`src/rtl/burst_pi_pkg.sv`:
```
// Shared types and helpers for the chroma burst PI loop filter.
// State encoding, widths and the signed clamp used by the datapath.
package burst_pi_pkg;

  typedef enum logic [1:0] {
    S_IDLE,
    S_AVG,
    S_PI,
    S_OUT
  } state_e;

  localparam int SAT_W = 96;
  localparam int CNT_W = 16;

  // Clamp to the symmetric range +/-(2^(n-1)-1).
  function automatic logic signed [SAT_W-1:0] sat_signed(
    input logic signed [SAT_W-1:0] v,
    input int                      n
  );
    logic signed [SAT_W-1:0] lim;
    lim = {{(SAT_W-1){1'b0}}, 1'b1};
    lim = lim <<< (n - 1);
    lim = lim - SAT_W'(1);
    if (v > lim)
      return lim;
    else if (v < -lim)
      return -lim;
    else
      return v;
  endfunction

endpackage

```
`src/rtl/burst_accumulator.sv`:
```
// Burst edge detect, saturating error accumulator and snapshot.
// A burst touched by freeze is discarded at its falling edge.
module burst_accumulator
  import burst_pi_pkg::*;
#(
  parameter int ERR_W = 12,
  parameter int ACC_W = 24
) (
  input  logic                    clk,
  input  logic                    rst,
  input  logic                    i_burst,
  input  logic                    i_freeze,
  input  logic                    i_idle,
  input  logic signed [ERR_W-1:0] i_err,
  output logic                    o_snap,
  output logic signed [ACC_W-1:0] o_acc,
  output logic        [CNT_W-1:0] o_cnt
);

  logic                    r_burst_d;
  logic                    r_taint;
  logic signed [ACC_W-1:0] r_acc;
  logic        [CNT_W-1:0] r_cnt;
  logic signed [ACC_W-1:0] r_snap_acc;
  logic        [CNT_W-1:0] r_snap_cnt;

  logic                    w_rise;
  logic                    w_fall;
  logic        [ACC_W-1:0] w_ext;
  logic        [ACC_W:0]   w_sum;
  logic signed [ACC_W-1:0] w_acc_sat;
  logic        [CNT_W-1:0] w_cnt_inc;

  assign w_rise = i_burst & ~r_burst_d;
  assign w_fall = ~i_burst & r_burst_d;

  assign w_ext = {{(ACC_W-ERR_W){i_err[ERR_W-1]}}, i_err};
  assign w_sum = {w_ext[ACC_W-1], w_ext}
               + {r_acc[ACC_W-1], r_acc};

  always_comb begin
    w_acc_sat = w_sum[ACC_W-1:0];
    if (w_sum[ACC_W] != w_sum[ACC_W-1])
      w_acc_sat = w_sum[ACC_W]
                ? {1'b1, {(ACC_W-1){1'b0}}}
                : {1'b0, {(ACC_W-1){1'b1}}};
  end

  assign w_cnt_inc = (r_cnt == '1) ? r_cnt
                   : r_cnt + CNT_W'(1);

  assign o_snap = w_fall & ~i_freeze
                & ~r_taint & i_idle;

  always_ff @(posedge clk) begin
    if (rst) begin
      r_burst_d <= 1'b0;
      r_taint   <= 1'b0;
      r_acc     <= '0;
      r_cnt     <= '0;
    end else begin
      r_burst_d <= i_burst;
      if (w_rise)
        r_taint <= i_freeze;
      else if (i_burst && i_freeze)
        r_taint <= 1'b1;
      if (!i_freeze) begin
        if (w_rise) begin
          r_acc <= $signed(w_ext);
          r_cnt <= CNT_W'(1);
        end else if (i_burst) begin
          r_acc <= w_acc_sat;
          r_cnt <= w_cnt_inc;
        end
      end
    end
  end

  always_ff @(posedge clk) begin
    if (rst) begin
      r_snap_acc <= '0;
      r_snap_cnt <= '0;
    end else if (o_snap) begin
      r_snap_acc <= r_acc;
      r_snap_cnt <= r_cnt;
    end
  end

  assign o_acc = r_snap_acc;
  assign o_cnt = r_snap_cnt;

endmodule

```
`src/rtl/burst_pi_loop_filter.sv`:
```
// PI loop filter for the chroma burst PLL: burst average, PI, NCO offset.
// Optional lock detector built when BURST_PI_LOCK_DETECT_EN is defined.
module burst_pi_loop_filter
  import burst_pi_pkg::*;
#(
  parameter int ERR_W       = 12,
  parameter int OUT_W       = 32,
  parameter int ACC_W       = 24,
  parameter int AVG_SHIFT   = 4,
  parameter int MIN_SAMPLES = 8,
  parameter int LOCK_THRESH = 64,
  parameter int LOCK_LINES  = 16
) (
  input  logic                    clk,
  input  logic                    rst,
  input  logic                    burst_active,
  input  logic signed [ERR_W-1:0] error_in,
  input  logic        [4:0]       kp_shift,
  input  logic        [4:0]       ki_shift,
  input  logic                    freeze,
  output logic signed [OUT_W-1:0] offset_out,
  output logic                    offset_valid,
  output logic                    sat_flag,
  output logic                    locked
);

  state_e r_state;
  state_e w_state_nxt;

  logic w_idle;
  logic w_ld_avg;
  logic w_ld_pi;
  logic w_ld_out;

  logic                    w_snap;
  logic signed [ACC_W-1:0] w_snap_acc;
  logic        [CNT_W-1:0] w_snap_cnt;
  logic                    w_cnt_ok;

  logic signed [ACC_W-1:0] r_err_avg;
  logic signed [OUT_W-1:0] r_integ;
  logic                    r_isat;
  logic signed [SAT_W-1:0] r_p;
  logic signed [OUT_W-1:0] r_offset;
  logic                    r_valid;
  logic                    r_sat;

  logic signed [SAT_W-1:0] w_iterm;
  logic signed [SAT_W-1:0] w_isum;
  logic signed [SAT_W-1:0] w_inext;
  logic signed [SAT_W-1:0] w_pterm;
  logic signed [SAT_W-1:0] w_osum;
  logic signed [SAT_W-1:0] w_onext;

  burst_accumulator #(
    .ERR_W (ERR_W),
    .ACC_W (ACC_W)
  ) u_acc (
    .clk      (clk),
    .rst      (rst),
    .i_burst  (burst_active),
    .i_freeze (freeze),
    .i_idle   (w_idle),
    .i_err    (error_in),
    .o_snap   (w_snap),
    .o_acc    (w_snap_acc),
    .o_cnt    (w_snap_cnt)
  );

  assign w_cnt_ok = (w_snap_cnt >= CNT_W'(MIN_SAMPLES));

  always_ff @(posedge clk) begin
    if (rst)
      r_state <= S_IDLE;
    else
      r_state <= w_state_nxt;
  end

  always_comb begin
    w_state_nxt = r_state;
    unique case (r_state)
      S_IDLE: if (w_snap) w_state_nxt = S_AVG;
      S_AVG:  w_state_nxt = w_cnt_ok ? S_PI : S_IDLE;
      S_PI:   w_state_nxt = S_OUT;
      S_OUT:  w_state_nxt = S_IDLE;
    endcase
  end

  always_comb begin
    w_idle   = 1'b0;
    w_ld_avg = 1'b0;
    w_ld_pi  = 1'b0;
    w_ld_out = 1'b0;
    unique case (r_state)
      S_IDLE: w_idle   = 1'b1;
      S_AVG:  w_ld_avg = w_cnt_ok;
      S_PI:   w_ld_pi  = 1'b1;
      S_OUT:  w_ld_out = 1'b1;
    endcase
  end

  // All PI math runs in SAT_W bits so no shift of err_avg can overflow.
  assign w_iterm = SAT_W'(r_err_avg) <<< ki_shift;
  assign w_pterm = SAT_W'(r_err_avg) <<< kp_shift;
  assign w_isum  = SAT_W'(r_integ) + w_iterm;
  assign w_inext = sat_signed(w_isum, OUT_W);
  assign w_osum  = SAT_W'(r_integ) + r_p;
  assign w_onext = sat_signed(w_osum, OUT_W);

  always_ff @(posedge clk) begin
    if (rst) begin
      r_err_avg <= '0;
      r_integ   <= '0;
      r_isat    <= 1'b0;
      r_p       <= '0;
    end else begin
      if (w_ld_avg)
        r_err_avg <= w_snap_acc >>> AVG_SHIFT;
      if (w_ld_pi) begin
        r_integ <= OUT_W'(w_inext);
        r_isat  <= (w_inext != w_isum);
        r_p     <= w_pterm;
      end
    end
  end

  always_ff @(posedge clk) begin
    if (rst) begin
      r_offset <= '0;
      r_valid  <= 1'b0;
      r_sat    <= 1'b0;
    end else begin
      r_valid <= w_ld_out;
      if (w_ld_out) begin
        r_offset <= OUT_W'(w_onext);
        r_sat    <= r_isat | (w_onext != w_osum);
      end
    end
  end

  assign offset_out   = r_offset;
  assign offset_valid = r_valid;
  assign sat_flag     = r_sat;

`ifdef BURST_PI_LOCK_DETECT_EN
  localparam int LK_W = $clog2(LOCK_LINES + 1);

  logic [LK_W-1:0] r_lock_cnt;
  logic            r_locked;
  logic [LK_W-1:0] w_lock_nxt;
  logic            w_in_lock;

  assign w_in_lock =
    (r_err_avg <= $signed(ACC_W'(LOCK_THRESH))) &&
    (r_err_avg >= -$signed(ACC_W'(LOCK_THRESH)));

  assign w_lock_nxt =
    (r_lock_cnt == LK_W'(LOCK_LINES)) ? r_lock_cnt
                                      : r_lock_cnt + LK_W'(1);

  always_ff @(posedge clk) begin
    if (rst) begin
      r_lock_cnt <= '0;
      r_locked   <= 1'b0;
    end else if (w_ld_out) begin
      if (w_in_lock) begin
        r_lock_cnt <= w_lock_nxt;
        r_locked   <= (w_lock_nxt == LK_W'(LOCK_LINES));
      end else begin
        r_lock_cnt <= '0;
        r_locked   <= 1'b0;
      end
    end
  end

  assign locked = r_locked;
`else
  assign locked = 1'b0;
`endif

endmodule
```
`config.mk`:
```
export PLATFORM = sky130hd
export DESIGN_NAME = burst_pi_loop_filter
export DESIGN_NICKNAME = d
export VERILOG_FILES = /design/src/rtl/burst_pi_pkg.sv /design/src/rtl/burst_accumulator.sv /design/src/rtl/burst_pi_loop_filter.sv
export SDC_FILE = /design/constraint.sdc
export NUM_CORES = 1
export LEC_CHECK = 0
export BUFFER_PORTS_ARGS = -buffer_cell sky130_fd_sc_hd__buf_2
export CAP_MARGIN = 30
export CORE_MARGIN = 3
export CORE_UTILIZATION = 30
export DETAILED_ROUTE_END_ITERATION = 12
export GPL_TIMING_DRIVEN = 0
export HOLD_SLACK_MARGIN = 0.05
export PLACE_DENSITY = 0.47
export RECOVER_POWER = 100
export SYNTH_ARGS = -nofsm -noshare
export SYNTH_HDL_FRONTEND = slang
export SYNTH_SLANG_ARGS = --single-unit
```
`constraint.sdc`:
```
create_clock -name clk -period 6.4 [get_ports clk]
set_clock_uncertainty 0.2 [all_clocks]
set_input_delay 0 -clock clk [delete_from_list [all_inputs] [get_ports clk]]
set_output_delay 0 -clock clk [all_outputs]
set_load 0.02 [all_outputs]
```
### Yosys cells after proc, flatten, opt, wreduce, memory -nomap -nowiden

Cells that the tools add are included.

| word-level totals | value |
|---|---|
| bits in registers | 267 |
| input port bits | 26 |
| output and inout port bits | 35 |

| cells by class | value |
|---|---|
| add/subtract/negate cells | 4 |
| magnitude comparators | 5 |
| bitwise gates (word level) | 10 |
| equal/unequal tests | 9 |
| multiplexer cells | 20 |
| reductions and logical operators | 6 |
| shift operators | 2 |

Operators by type and width:

| cell | number |
|---|---|
| $mux W96 | 4 |
| $add A32 B96 Y96 | 2 |
| $gt A96 B32 Y1 const B | 2 |
| $lt A96 B32 Y1 const B | 2 |
| $ne A96 B96 Y1 | 2 |
| $sshl A20 B5 Y96 | 2 |
| $mux W24 | 4 |
| $mux W16 | 3 |
| $add A12 B24 Y25 | 1 |
| $add A16 B1 Y16 const B | 1 |
| $eq A16 B16 Y1 const B | 1 |
| $ge A16 B4 Y1 const B | 1 |
| $pmux W2 S4 | 1 |
| $mux W1 | 6 |
| $and A1 B1 Y1 | 5 |
| $eq A2 B2 Y1 const B | 2 |
| $mux W2 | 2 |
| $ne A2 B1 Y1 const B | 2 |
| $not A1 Y1 | 4 |
| $reduce_bool A2 Y1 | 2 |
| $reduce_and A3 Y1 | 1 |
| $eq A2 B1 Y1 const B | 1 |
| $logic_not A2 Y1 | 1 |
| $reduce_and A2 Y1 | 1 |
| other kinds (3) | 3 |

### Longest topological paths before layout

Gate-level depths: netlist of run 1.

| logic depth | value |
|---|---|
| depth in word-level cells | 7 |
| depth in mapped cells | 28 |
| mapped depth without buffers | 25 |

### By module

A second synthesis of run 1 with hierarchy kept.

| unflattened totals | value |
|---|---|
| cell total of the unflattened synthesis | 2602 |
| area, all modules | 19372.3 um^2 |

Modules (own cells, without submodules):

| module | times used | cells each | area an instance (um^2) | sequential area each (um^2) |
|---|---|---|---|---|
| burst_pi_loop_filter | 1 | 2052 | 14908.0 | 2802.7 |
| burst_accumulator | 1 | 550 | 4464.3 | 1641.6 |

### Worst setup path after synthesis of run 1

No wires, ideal clock.

| timing | value |
|---|---|
| path type | input-to-reg |
| start point | input ki_shift[0] |
| end point | register r_integ[3] |
| stages | 23 |
| data required time | 6114 ps |
| path slack | 454 ps |
| library setup time | 86 ps |
| data arrival time | 5661 ps |
| path through | clkbuf_1 -> buf_1 -> mux4_2 -> mux2_2 -> o21ai_0 -> nor2_1 -> ha_1 -> clkbuf_1 -> nand2_1 -> o21ai_0 -> a2bb2oi_1 -> and3_2 -> a21o_1 -> xnor2_1 -> or4_1 -> or4_1 -> nor4b_2 -> nand3b_1 -> o211ai_1 -> ha_1 -> clkbuf_1 -> nand2b_1 -> a211oi_1 |

| between the ends | value |
|---|---|
| longest elaborated chain between the ends | 5 |
| elaborated cells on any way between the ends | 6 |
| those cells by class | 1 x add/sub; 2 x order compare; 1 x shift; 2 x mux |

Ends and longest elaborated chain:

| element | line | source |
|---|---|---|
| start: declaration | burst_pi_loop_filter.sv:19 | `input logic [4:0] ki_shift,` |
| $sshl A20 B5 Y96 * | burst_pi_loop_filter.sv:103 | `assign w_iterm = SAT_W'(r_err_avg) <<< ki_shift;` |
| $add A32 B96 Y96 * | burst_pi_loop_filter.sv:105 | `assign w_isum = SAT_W'(r_integ) + w_iterm;` |
| $lt A96 B32 Y1 | burst_pi_pkg.sv:26 | `else if (v < -lim)` |
| $mux W96 | burst_pi_pkg.sv:26 |  |
| $mux W96 * | burst_pi_pkg.sv:24 | `if (v > lim)` |
| end signal: assignment | burst_pi_loop_filter.sv:120 | `r_integ <= OUT_W'(w_inext);` |
| end: declaration | burst_pi_loop_filter.sv:41 | `logic signed [OUT_W-1:0] r_integ;` |

Every way passes the cells marked *; elsewhere a longest branch is shown, timed or not.
A chain may end at the register's enable or synchronous reset.

### Worst setup path in the final report of run 1

| timing | value |
|---|---|
| start point | register r_err_avg[19] (netlist name) |
| end point | register r_integ[14] |

| between the ends | value |
|---|---|
| longest elaborated chain between the ends | 5 |
| elaborated cells on any way between the ends | 6 |
| those cells by class | 1 x add/sub; 2 x order compare; 1 x shift; 2 x mux |

Ends and longest elaborated chain:

| element | line |
|---|---|
| $sshl A20 B5 Y96 * | burst_pi_loop_filter.sv:103 |
| $add A32 B96 Y96 * | burst_pi_loop_filter.sv:105 |
| $lt A96 B32 Y1 | burst_pi_pkg.sv:26 |
| $mux W96 | burst_pi_pkg.sv:26 |
| $mux W96 * | burst_pi_pkg.sv:24 |

Marked as above.

==> key figures, run 1 <==
Hold path
  – Worst hold path class: input pin to register

Timing
  – Fin crit period: 6.22 ns
  – Slew Viols, Final: 0
  – Final period util: 0.971
  – Final hold slack: 0.0916 ns
  – Final setup violation count: 0
  – Max-slew headroom: 0.382
  – Fin worst setup slack: 0.184 ns
  – Fin. Hold Viols: 0
  – Slew @ Worst Pin: 0.922 ns
  – Max Clk Rate: 161 MHz

Route
  – DR vias: 19800
  – Vias per inst: 5.53
  – Antenna Nets Post-Route: 0
  – Initial DRC count: 1556
  – Routed wire per std cell: 19.7 um
  – Post-route DRC violation count: 0
  – Detailed-route wire length: 70400 um
  – Detailed Routing Iterations Pass 1: 5

Place
  – Placed instance area: 20500 sq um
  – HPWL after DPL: 57600 um
  – Post-place setup slack: -1.39 ns
  – RePlAce Congestion: 0.944
  – I/O Buffers: 53

Power
  – Combinational Power Share: 0.135
  – Net Sw Frac: 0.276
  – Switching pwr: 0.915 mW
  – P_leak: 9.05 nW
  – Pwr dens: 150 nW/um^2
  – Clk pwr share: 0.454
  – Sequential Power Share: 0.411
  – Pwr Total: 3.32 mW
  – Cell-internal power: 2.40 mW
  – VDD IR max: 0.161 mV

Global route
  – Met2 usage: 0.328
  – Met3 GRT Util: 0.0270
  – Gr ovfl total: 0
  – First-pass GRT wire length: 109000 um
  – Vias in the first global route: 19000
  – GRT busiest layer: met2
  – Initial antenna violation count: 5
  – Met1 Use GR: 0.282
  – Largest net degree at the start of global routing: 22
  – Global Route Usage Sum: 0.203

Clock network
  – Worst skew pair latency: 0.56 ns
  – Max clock buf depth: 3
  – CTS tree: done
  – Num CTS Buffers: 26
  – H-tree levels: 1
  – Worst-path clk slew: 0.06 ns
  – Clock sink total: 215
  – CTS root buffer: clkbuf_16

Floorplanning
  – Die W: 259 um
  – Number of top-level pins: 61
  – Rows: 92
  – Initial Utilization: 0.304
  – Core area: 63200 sq um
  – Die area: 67000 sq um
  – Die height: 259 um

Cells and area
  – Most common cell after layout, fill and taps aside: nor2_1
  – Area of the multi-input gates: 14300 sq um
  – Area Growth Syn to Fin: 15.5%
  – Sequential cell area: 4320 sq um
  – Fillers: 6793
  – Cell area after layout: 22200 sq um
  – Share of layout cells above drive strength 1: 0.106
  – Post-layout util: 0.351
  – Nets: 2872
  – Most frequent cells in the layout: nor2_1, nand2_1, a21oi_1

Yosys
  – Syn Std Cell Area: 19200 sq um
  – Warnings from Yosys: 0
  – Synth Instances: 2591
  – Synthesized area per cell: 7.41 sq um
  – Synth async-reset ratio: 0
  – Synthesis-stage register bit count: 215
  – Seq/Total Area, Yosys: 0.224
  – Synth cell types: 97
  – Synth Flop Type: dfxtp_1
  – Number of synthesized flops with an enable pin: 0
  – Syn_nets: 2749

Critical path
  – Crit end category: register
  – Arrival time worst endpoint: 6.47 ns
  – Critical Path Start Type: register
  – CP max FO: 10
  – Setup CP Type: register to register
  – Required @ worst endpoint: 6.65 ns

Flow run
  – Number of max-cap violations: 0

Run status
  – Status: finished clean
-- layer usage --
metal	routed length, um	share of wire	vias to the layer above
met5	43	0.00061	-
met4	1930	0.027	6
met3	3720	0.053	103
met2	31300	0.45	503
met1	33400	0.47	9400
li1	-	-	9783
-- cells in the mapped netlist, types with 16 or more instances --
| cell type | number | share of area |
|---|---|---|
| nor2_1 | 308 | 0.060 |
| nand2_1 | 286 | 0.056 |
| a21oi_1 | 264 | 0.069 |
| dfxtp_1 | 215 | 0.22 |
| o21ai_0 | 166 | 0.043 |
| ha_1 | 129 | 0.084 |
| clkbuf_1 | 122 | 0.024 |
| mux2i_1 | 83 | 0.043 |
| a21o_1 | 74 | 0.029 |
| nand4_1 | 65 | 0.021 |
| xnor2_1 | 62 | 0.028 |
| a211oi_1 | 59 | 0.023 |
| nor3_1 | 57 | 0.015 |
| nand2b_1 | 53 | 0.017 |
| inv_1 | 51 | 0.010 |
| xor2_1 | 44 | 0.020 |
| nand3_1 | 40 | 0.010 |
| o21bai_1 | 29 | 0.011 |
| nor2b_1 | 25 | 0.0082 |
| o21a_1 | 25 | 0.0098 |
| a31oi_1 | 24 | 0.0078 |
| and2_1 | 20 | 0.0065 |
| buf_2 | 20 | 0.0052 |
| nor4_1 | 19 | 0.0062 |
| o221a_2 | 19 | 0.011 |
| a22oi_1 | 18 | 0.0070 |
| mux2_2 | 18 | 0.011 |
| o22ai_1 | 18 | 0.0059 |
| buf_1 | 16 | 0.0031 |
| mux4_2 | 16 | 0.019 |
-- worst paths after layout --
path / from / end / slack (ns) / cells past startpoint
worst max-delay path: r_err_avg[19] / r_integ[14] / 0.18 / 22
worst min-delay path: rst / u_acc.r_burst_d / 0.09 / 3
worst max register to register: r_err_avg[19] / r_integ[14] / 0.18 / 22
worst min register to register: u_acc.o_cnt[8] / u_acc.o_cnt[8] / 0.26 / 2
-- flip-flops by register name (all words and copies together), names as in the netlist, 13 cells and up, named ones only --
| signal | count |
|---|---|
| offset_out | 32 |
| r_err_avg | 20 |
| r_integ | 32 |
| r_p | 51 |
| u_acc.o_acc | 20 |
| u_acc.o_cnt | 13 |
| u_acc.r_acc | 24 |
| u_acc.r_cnt | 16 |
-- cell type report --
type,instances,area share
timing repair buffer,102,0.0307
clock buffer,33,0.0328
inverter,54,0.00915
multi-input combinational,2152,0.645
buffer,163,0.0326
tap,846,0.0478
clock inverter,14,0.00694
antenna,3,0.000339
sequential,215,0.195
-- worst max-delay path, stage by stage (launching register included) --
cell and delay (ns):
dfxtp_2 0.37, clkbuf_4 0.23, mux2i_1 0.19, o21a_1 0.18, o21ai_0 0.12, o21ai_0 0.44, o22ai_1 0.25, ha_1 0.47
nand4_1 0.19, or3_1 0.45, o21ai_4 0.28, a21oi_2 0.13, o21ai_2 0.22, xnor2_1 0.09, or4_1 0.56, nor4b_2 0.27
nand3_2 0.17, nor3_2 0.22, o211ai_1 0.16, ha_4 0.33, clkbuf_2 0.18, nand2b_1 0.17, a211oi_1 0.24
-- per-stage QoR --
step,instances,TNS (ns)
after floorplan,2591,0
after global placement,3490,-48.31
after detailed placement,3491,-38.84
after CTS,3561,-0.0198
after global routing,3580,-0.417
final,3582,0
-- what timing repair did --
action,4_1_cts,5_1_grt
pin swaps,4,18
setup buffers,3,22
hold endpoints to repair,61,0
hold buffers,23,0
endpoints found under the setup margin,33,33
resized for setup,36,74
-- logic make-up after synthesis --
kind of cell               after synthesis  share of synthesized area
muxes                                  117                     0.0726
and+or+nand+nor                        952                      0.232
xor gates and xnor gates               106                     0.0484
other                                    1                   0.000195
AOI/OAI and AO/OA                      844                      0.287
buffers and inverters                  224                     0.0486
adders and majority gates              132                     0.0872
DFF                                    215                      0.224
-- power groups by stage --
stage | clock network, mW | registers [mW] | logic (mW)
6_report | 1.51 | 1.36 | 0.448
5_1_grt | 1.60 | 1.36 | 0.492
3_3_place_gp | 0 | 1.39 | 0.411
4_1_cts | 1.54 | 1.36 | 0.432
3_5_place_dp | 0 | 1.39 | 0.414
2_1_floorplan | 0 | 1.39 | 0.300
Note: power is estimated with default switching activity, not from simulation.
==> run 2: changes to the inputs <==
ABC_CLOCK_PERIOD_IN_PS = 6800   (was not set)
PLACE_DENSITY = 0.45   (was 0.47)
clock period = 6.8 ns   (was 6.4 ns; I/O delays follow)
==> run 2 against run 1 <==
  * Flip-flop and latch count unchanged
  * Power down 5.6%
  * Wire length up 0.93%
  * Combinational power down 8.0%
  * Register-to-register slack better by 0.05 ns
  * Via count down 0.88%
  * Design area down 1.6%
  * Utilization down 0.56 points
  * Sequential share of layout area up 0.28 points
  * Largest power group unchanged
==> key figures, run 2 (same netlist as run 1, synthesis figures left out) <==
Run status
  – Status: finished clean

Critical path
  – Critical Path Start Type: register
  – CP max FO: 10
  – R2R depth: 20
  – Worst r2r src: r_err_avg[17]
  – Required @ worst endpoint: 7.07 ns
  – Arrival time worst endpoint: 6.84 ns
  – Reg-to-reg setup timing slack: 0.23 ns
  – R2r endpoint: r_integ[18]
  – Setup CP Type: register to register
  – Crit. Startpoint: r_err_avg[17]
  – Crit end category: register

Hold path
  – Hold_sp: rst
  – Worst hold path class: input pin to register
  – Hold path depth: 3
  – Hold EP: u_acc.r_burst_d

Floorplanning
  – Die area: 67000 sq um
  – Die W: 259 um
  – Die height: 259 um
  – Initial Utilization: 0.304
  – Number of top-level pins: 61
  – Core area: 63200 sq um
  – Rows: 92

Clock network
  – CTS root buffer: clkbuf_16
  – Worst skew pair latency: 0.57 ns
  – CTS tree: done
  – Max clock buf depth: 3
  – H-tree levels: 1
  – Worst-path clk slew: 0.06 ns
  – Num CTS Buffers: 27
  – Clock sink total: 215

Cells and area
  – Nets: 2855
  – Most frequent cells in the layout: nor2_1, nand2_1, a21oi_1
  – Reg with most FFs: r_p
  – Share of layout cells above drive strength 1: 0.0839
  – Max reg flops: 51
  – Area Growth Syn to Fin: 13.6%
  – Final Non-Filler Cells: 3565
  – Most common cell after layout, fill and taps aside: nor2_1

Timing
  – Max Clk Rate: 152 MHz
  – Final period util: 0.966
  – Slew @ Worst Pin: 1.05 ns
  – Fin crit period: 6.57 ns
  – Final hold slack: 0.0597 ns
  – Max-slew headroom: 0.298
  – Final setup violation count: 0
  – Slew Viols, Final: 0
  – Fin. Hold Viols: 0

Power
  – Pwr dens: 144 nW/um^2
  – VDD IR max: 0.181 mV
  – P_leak: 8.90 nW

Global route
  – Initial antenna violation count: 3
  – Gr ovfl total: 0
  – Global Route Usage Sum: 0.204
  – First-pass GRT wire length: 109000 um
  – Vias in the first global route: 18500
  – Largest net degree at the start of global routing: 23

Route
  – Routed wire per std cell: 19.9 um
  – Post-route DRC violation count: 0
  – Detailed Routing Iterations Pass 1: 5
  – DR top layer: met5
  – Vias per inst: 5.50
  – Antenna Nets Post-Route: 0
  – Wl on met1: 34600 um
  – Initial DRC count: 1448
  – Met2 routed WL: 32200 um
  – Detailed-route wire length: 71100 um
  – WL met3: 2970 um
  – DR vias: 19600

Place
  – HPWL after DPL: 58400 um
  – RePlAce Congestion: 0.960
  – I/O Buffers: 53
  – Placed cell count: 3491

Flow run
  – Number of max-cap violations: 0
==> run 2: cell count changes in the layout (fill, tap and decap cells not counted), moves of 5 or more <==
cell / change
buf_4: -22
clkbuf_1: +8
dfxtp_1: +6
dfxtp_2: -6
ha_1: +7
ha_2: -5
o22ai_1: +5
o22ai_2: -5
==> run 2: area by class of cell <==
cell class	instances	area [sq um]
timing repair buffer	82	522
buffer	165	723
inverter	54	203
fill	6833	41400
antenna	1	2.50
clock inverter	12	114
multi-input combinational	2152	14100
tap	846	1060
clock buffer	38	777
sequential	215	4310
==> run 2: per-layer routing <==
layer | vias up | GRT usage
li1 | 9745 | -
met4 | 4 | 0.0341
met1 | 9322 | 0.290
met2 | 475 | 0.336
met5 | - | 0
met3 | 75 | 0.0212
==> run 2: worst max-delay path: stages (launching register included) <==
cell and delay (ns):
dfxtp_1 0.39, mux2_2 0.33, or2_2 0.30, a31oi_2 0.30, mux2i_1 0.19, mux2_2 0.33
ha_1 0.37, a21oi_1 0.27, o21ai_1 0.16, o31ai_2 0.47, a21o_1 0.22, xnor2_1 0.13
or4_1 0.44, or4_1 0.58, nor4b_4 0.37, nand3b_1 0.14, o211ai_1 0.20, ha_2 0.37
clkbuf_1 0.24, nand2b_1 0.21, a211oi_1 0.24
==> run 2: worst max path at each step <==
| stage | to |
|---|---|
| finish | r_integ[18] |
| CTS | r_integ[31] |
| detailed placement | r_integ[31] |
| global placement | r_integ[31] |
| global route | r_integ[16] |
| floorplan | r_integ[3] |
==> run 2: what timing repair did <==
action	in CTS	in global routing
gates resized for setup	10	48
setup buffers	1	2
endpoints found under the setup margin	33	33
pin swaps	1	1
hold endpoints to repair	68	0
hold buffers	25	0
cloned	0	0
==> run 2: metrics by stage <==
step	setup WS [ns]	util	area, sq um	power, mW	setup TNS (ns)
global route	-0.000948	0.345	21800	3.26	-0.000948
finish	0.233	0.345	21800	3.13	0
floorplan	0.854	-	19200	1.59	0
detailed placement	-1.03	0.325	20500	1.70	-27.52
global placement	-1.07	0.325	20500	1.70	-28.56
CTS	0.00517	0.344	21700	3.16	0
==> run 2: report_power, final <==
| group | switching (mW) | internal (mW) | leakage (nW) |
|---|---|---|---|
| registers | 0.0114 | 1.27 | 1.74 |
| logic | 0.265 | 0.147 | 6.72 |
| clock network | 0.597 | 0.840 | 0.442 |
